### src/rtl/parity_frame_rx_pkg.sv
// parity_frame_rx_pkg: FSM encoding, line idle level and parity-mode constants for the frame receiver
package parity_frame_rx_pkg;
    typedef enum logic [1:0] {
        IDLE   = 2'd0,
        DATA   = 2'd1,
        PARITY = 2'd2,
        STOP   = 2'd3
    } state_t;
    localparam logic LINE_IDLE = 1'b1;
    localparam bit PAR_EVEN = 1'b0;
    localparam bit PAR_ODD = 1'b1;
endpackage

### src/rtl/parity_frame_rx_if.sv
// parity_frame_rx_if: serial line in, word/status out; err_count exists only with PARITY_FRAME_RX_ERRCNT_EN
interface parity_frame_rx_if #(parameter int DATA_W = 8);
    logic din;
    logic din_valid;
    logic [DATA_W-1:0] data_out;
    logic data_valid;
    logic parity_err;
    logic frame_err;
    logic busy;
`ifdef PARITY_FRAME_RX_ERRCNT_EN
    logic [7:0] err_count;
    modport master (output din, din_valid, input data_out, data_valid, parity_err, frame_err, busy, err_count);
    modport slave (input din, din_valid, output data_out, data_valid, parity_err, frame_err, busy, err_count);
`else
    modport master (output din, din_valid, input data_out, data_valid, parity_err, frame_err, busy);
    modport slave (input din, din_valid, output data_out, data_valid, parity_err, frame_err, busy);
`endif
endinterface

### src/rtl/parity_frame_rx_acc.sv
// parity_acc: 1-bit running XOR accumulator with clear and enable
module parity_acc (
    input  logic clk,
    input  logic rst,
    input  logic clr,
    input  logic en,
    input  logic d,
    output logic q
);
    // clear wins over enable; enable folds d into the running XOR
    always_ff @(posedge clk)
        q <= (rst || clr) ? 1'b0 : en ? q ^ d : q;
endmodule

### src/rtl/parity_frame_rx.sv
// parity_frame_rx: serial start/data/parity/stop receiver with parity and framing checks (optional PARITY_FRAME_RX_ERRCNT_EN adds err_count)
module parity_frame_rx
    import parity_frame_rx_pkg::*;
#(
    parameter int DATA_W = 8,
    parameter bit PARITY_ODD = PAR_EVEN
) (
    input logic clk,
    input logic rst,
    parity_frame_rx_if.slave bus
);
    localparam int CW = $clog2(DATA_W + 1);
    localparam logic [CW-1:0] LAST = CW'(DATA_W - 1);

    state_t state, state_n;
    logic [CW-1:0] cnt;
    logic [DATA_W-1:0] word;
    logic acc, perr, acc_clr, acc_en;

    parity_acc u_acc (.clk(clk), .rst(rst), .clr(acc_clr), .en(acc_en), .d(bus.din), .q(acc));

    // next state and accumulator control, only advancing on accepted bits
    always_comb begin
        state_n = state;
        acc_clr = 1'b0;
        acc_en = 1'b0;
        if (bus.din_valid) begin
            case (state)
                IDLE: begin
                    acc_clr = bus.din != LINE_IDLE;
                    state_n = bus.din != LINE_IDLE ? DATA : IDLE;
                end
                DATA: begin
                    acc_en = 1'b1;
                    state_n = cnt == LAST ? PARITY : DATA;
                end
                PARITY: state_n = STOP;
                default: state_n = IDLE;
            endcase
        end
    end

    // state register, LSB-first word assembly and frame result capture
    always_ff @(posedge clk) begin
        if (rst) begin
            state <= IDLE;
            cnt <= '0;
            word <= '0;
            perr <= 1'b0;
            bus.data_out <= '0;
            bus.data_valid <= 1'b0;
            bus.parity_err <= 1'b0;
            bus.frame_err <= 1'b0;
        end else begin
            state <= state_n;
            bus.data_valid <= 1'b0;
            if (bus.din_valid) begin
                case (state)
                    IDLE: cnt <= '0;
                    DATA: begin
                        word <= DATA_W'({bus.din, word} >> 1);
                        cnt <= cnt + 1'b1;
                    end
                    PARITY: perr <= acc ^ bus.din ^ PARITY_ODD;
                    default: begin
                        bus.data_out <= word;
                        bus.parity_err <= perr;
                        bus.frame_err <= ~bus.din;
                        bus.data_valid <= 1'b1;
                    end
                endcase
            end
        end
    end

    assign bus.busy = state != IDLE;

`ifdef PARITY_FRAME_RX_ERRCNT_EN
    // saturating count of completed frames carrying any error
    always_ff @(posedge clk) begin
        if (rst)
            bus.err_count <= '0;
        else if (bus.din_valid && state == STOP && (perr || !bus.din) && bus.err_count != 8'hFF)
            bus.err_count <= bus.err_count + 8'd1;
    end
`endif
endmodule

### src/flat_wrapper.sv
// flat-port wrapper written by rule: the top's interface ports become plain ports
module parity_frame_rx_flat import parity_frame_rx_pkg::*;
#(
    parameter int DATA_W = 8,
    parameter bit PARITY_ODD = PAR_EVEN
)
  (clk, rst, bus_din, bus_din_valid, bus_data_out, bus_data_valid, bus_parity_err, bus_frame_err, bus_busy);
  parity_frame_rx_if #(.DATA_W(DATA_W)) bus_i ();
  input logic clk;
  input logic rst;
  input wire logic [$bits(bus_i.din)-1:0] bus_din;
  input wire logic [$bits(bus_i.din_valid)-1:0] bus_din_valid;
  output wire logic [$bits(bus_i.data_out)-1:0] bus_data_out;
  output wire logic [$bits(bus_i.data_valid)-1:0] bus_data_valid;
  output wire logic [$bits(bus_i.parity_err)-1:0] bus_parity_err;
  output wire logic [$bits(bus_i.frame_err)-1:0] bus_frame_err;
  output wire logic [$bits(bus_i.busy)-1:0] bus_busy;
  assign bus_i.din = bus_din;
  assign bus_i.din_valid = bus_din_valid;
  assign bus_data_out = bus_i.data_out;
  assign bus_data_valid = bus_i.data_valid;
  assign bus_parity_err = bus_i.parity_err;
  assign bus_frame_err = bus_i.frame_err;
  assign bus_busy = bus_i.busy;
  parity_frame_rx #(.DATA_W(DATA_W), .PARITY_ODD(PARITY_ODD)) u_core (.clk(clk), .rst(rst), .bus(bus_i));
endmodule
### config.mk
export PLATFORM = sky130hd
export DESIGN_NAME = parity_frame_rx_flat
export DESIGN_NICKNAME = d
export VERILOG_FILES = /design/src/rtl/parity_frame_rx_pkg.sv /design/src/rtl/parity_frame_rx_if.sv /design/src/rtl/parity_frame_rx_acc.sv /design/src/rtl/parity_frame_rx.sv /design/src/flat_wrapper.sv
export SDC_FILE = /design/constraint.sdc
export NUM_CORES = 1
export LEC_CHECK = 0
export ABC_AREA = 1
export CAP_MARGIN = 20
export CORE_ASPECT_RATIO = 0.5
export CORE_UTILIZATION = 40
export CTS_CLUSTER_SIZE = 20
export DETAILED_ROUTE_END_ITERATION = 7
export DONT_BUFFER_PORTS = 1
export GPL_TIMING_DRIVEN = 1
export PLACE_DENSITY = 0.63
export SLEW_MARGIN = 10
export SYNTH_ARGS = -nofsm -noshare
export SYNTH_HDL_FRONTEND = slang
export SYNTH_SLANG_ARGS = --single-unit
export TNS_END_PERCENT = 20
### constraint.sdc
create_clock -name clk -period 1.5 [get_ports clk]
set_clock_uncertainty 0.05 [all_clocks]
set_input_delay 0.15 -clock clk [delete_from_list [all_inputs] [get_ports clk]]
set_output_delay 0.15 -clock clk [all_outputs]
set_load 0.1 [all_outputs]
==> flow_metrics.tcl <==
set metrics [dict create \
    status "finished, final reports clean" \
    hp-class "primary input to flop" \
    power_per_cell_area_nw_per_um2 992 \
    die_x_um 75.1 \
    finalCritPeriodShare_pct 90.3 \
    fmaxAchievable_ghz 0.739 \
    antenna_found_initial 0 \
    grt_pass1_vias 734 \
    clock_path_buffers 2 \
    finalCriticalPeriod_ns 1.35 \
    syn-num-nets 143 \
    diodes 0 \
    cts_tree "done" \
    yosysSeqAreaShare_pct 50.6 \
    final_common_cell "dfxtp_1" \
    gp_congestion 0.783 \
    vias_per_cell 4.56 \
    rsz0062_at_grt "false" \
    postRouteAntennaNets 0 \
    cts_resized 0 \
    synthTopCellsByArea "dfxtp_1, o21ai_0, a21oi_1, nor2_1, inv_1" \
    leakagePower_nw 0.518 \
    vias 852 \
    drt_pass1_iterations 4 \
    worstMarginPinSlew_ns 0.473 \
    maxSlewHeadroom_pct 68.5 \
    synthCells 138 \
    cts-root-buf "clkbuf_8" \
    final_layout_size_suffix_gt1_share_pct 14.5 \
    crit_path_max_fanout 5 \
    postPlaceCellArea_um2 1170 \
    dieHeight_um 38.5 \
    core_um2 2360 \
    final_cell_mix "dfxtp_1, o21ai_0, nor2_1, inv_1, a21oi_1" \
    crit_required_ns 1.30 \
    hold_viol 0 \
    grt_overflow 0 \
    hold_start "bus_din" \
    die_area_um2 2890 \
    initial_utilization_pct 45.3 \
    netlist.top_cell.by_area "dfxtp_1" \
    netlist-cell-type-count 20 \
    grt_max_degree 22 \
    drt-total-wl_um 1820 \
    clock-sinks 27 \
    syn_avg_cell_area_um2 7.73 \
    synth_area_um2 1070 \
    ios 16 \
    hpwl_um 1260 \
    tns_ns 0 \
    cp-start-kind "flop" \
    io_buffers 0 \
    drv_slew 0 \
    worstSetupEndpointType "primary output" \
    dp_cells 180 \
    yosys_warnings 0 \
    drc_errors 0 \
    cp_data_arrival_time_ns 1.15 \
    rows 12 \
    worst_skew_pair.late_latency_ns 0.27 \
    cts_made_buffers 3 \
    final_nets 158 \
    rr_startpoint "u_core.state[0]" \
    final_cells 187 \
    path_class "flop to primary output" \
    maxCapViolCount 0 \
    ys_ff_latch 27 \
    clk_pin_slew_ns 0.09 \
    worstSetupStartpoint "u_core.state[1]" \
    total_power_mw 1.24 \
    drt_iter0_drc 82 \
    fin_area_um2 1250 \
    grt_first_pass_wirelength_um 3070 \
    wl_per_cell_um 9.75 \
    cts_max_level 1 \
    synthToLayoutAreaGrowth_pct 16.9 \
    setup_viol 0 \
    grt_usage_pct 15.2 \
    synth_top_area_share_pct 50.6 \
    ir_worst_vdd_mv 0.462 \
]
-- final cells by class --
cell class              instances  area [µm²]
fillers                       221        1110
flip-flops and latches         27         541
multi-input cells              86         418
repair buffers                 16         128
inverters                      19        71.3
well taps                      35        43.8
clock buffers                   3        41.3
clock inverters                 1        5.00
-- Yosys cell counts --
cell type and instances:
a21oi_1 18, buf_2 1, buf_6 2, clkbuf_1 2, clkbuf_2 1, dfxtp_1 27
ha_1 1, inv_1 18, inv_2 1, nand2_1 14, nand2_2 1, nand3_1 5
nand4_1 1, nor2_1 19, nor2_2 1, nor2_4 1, o21a_1 1, o21ai_0 22
o31ai_1 1, xor2_1 1
-- power by group --
group	switching [mW]	internal [mW]	total, mW
Combinational	0.0586	0.0278	0.0864
Sequential	0.0119	0.732	0.744
Clock	0.221	0.186	0.407
Total	0.291	0.946	1.24
-- through the flow --
stage          setup slack [ns]  hold WS [ns]  utilization (%)
2_1_floorplan             0.206         0.169                -
3_3_place_gp              0.317         0.172             49.7
3_5_place_dp              0.272         0.174             49.7
4_1_cts                   0.142        0.0101             52.9
5_1_grt                  0.0871        0.0249             52.9
6_report                  0.146        0.0152             52.9
-- critical path, stage by stage (launching register included) --
cell	delay (ns)
dfxtp_1	0.40
inv_1	0.11
nand2_2	0.08
buf_4	0.29
-- repair_timing --
item	4_1_cts	5_1_grt
hold endpoints to repair	7	0
buffers inserted	0	0
hold buffers	3	0
-- path summary, 6_finish.rpt --
| kind | endpoint | slack (ns) | cells after the start |
|---|---|---|---|
| worst max register to register | u_core.u_acc.q | 0.26 | 5 |
| worst min-delay path | u_core.word[7] | 0.02 | 2 |
| worst min register to register | u_core.bus.frame_err | 0.40 | 2 |
| worst max-delay path | bus_busy | 0.15 | 3 |
-- flip-flops by register name, indices dropped and copies added (netlist names) --
signal                 count
u_core.bus.data_out        8
u_core.bus.data_valid      1
u_core.bus.frame_err       1
u_core.bus.parity_err      1
u_core.cnt                 4
u_core.perr                1
u_core.state               2
u_core.u_acc.q             1
u_core.word                8
-- logic make-up (layout without fill, tap and decap cells) --
kind of cell             after synthesis  count (layout)  share of synthesized area, %
AO/OA/AOI/OAI                         42              42                          20.2
XOR/XNOR                               1               1                         0.821
adder cells (fa/ha/maj)                1               1                          1.17
buffers and inverters                 25              39                          10.4
flip-flops                            27              27                          50.6
AND/OR/NAND/NOR                       42              42                          16.8
-- per-layer routing --
| metal | routed length, µm | track usage, % |
|---|---|---|
| met5 | 0 | 0 |
| met1 | 939 | 18.2 |
| met3 | 100 | 5.53 |
| met2 | 752 | 24.8 |
| met4 | 29 | 7.08 |
(Power assumes the default switching activity.)
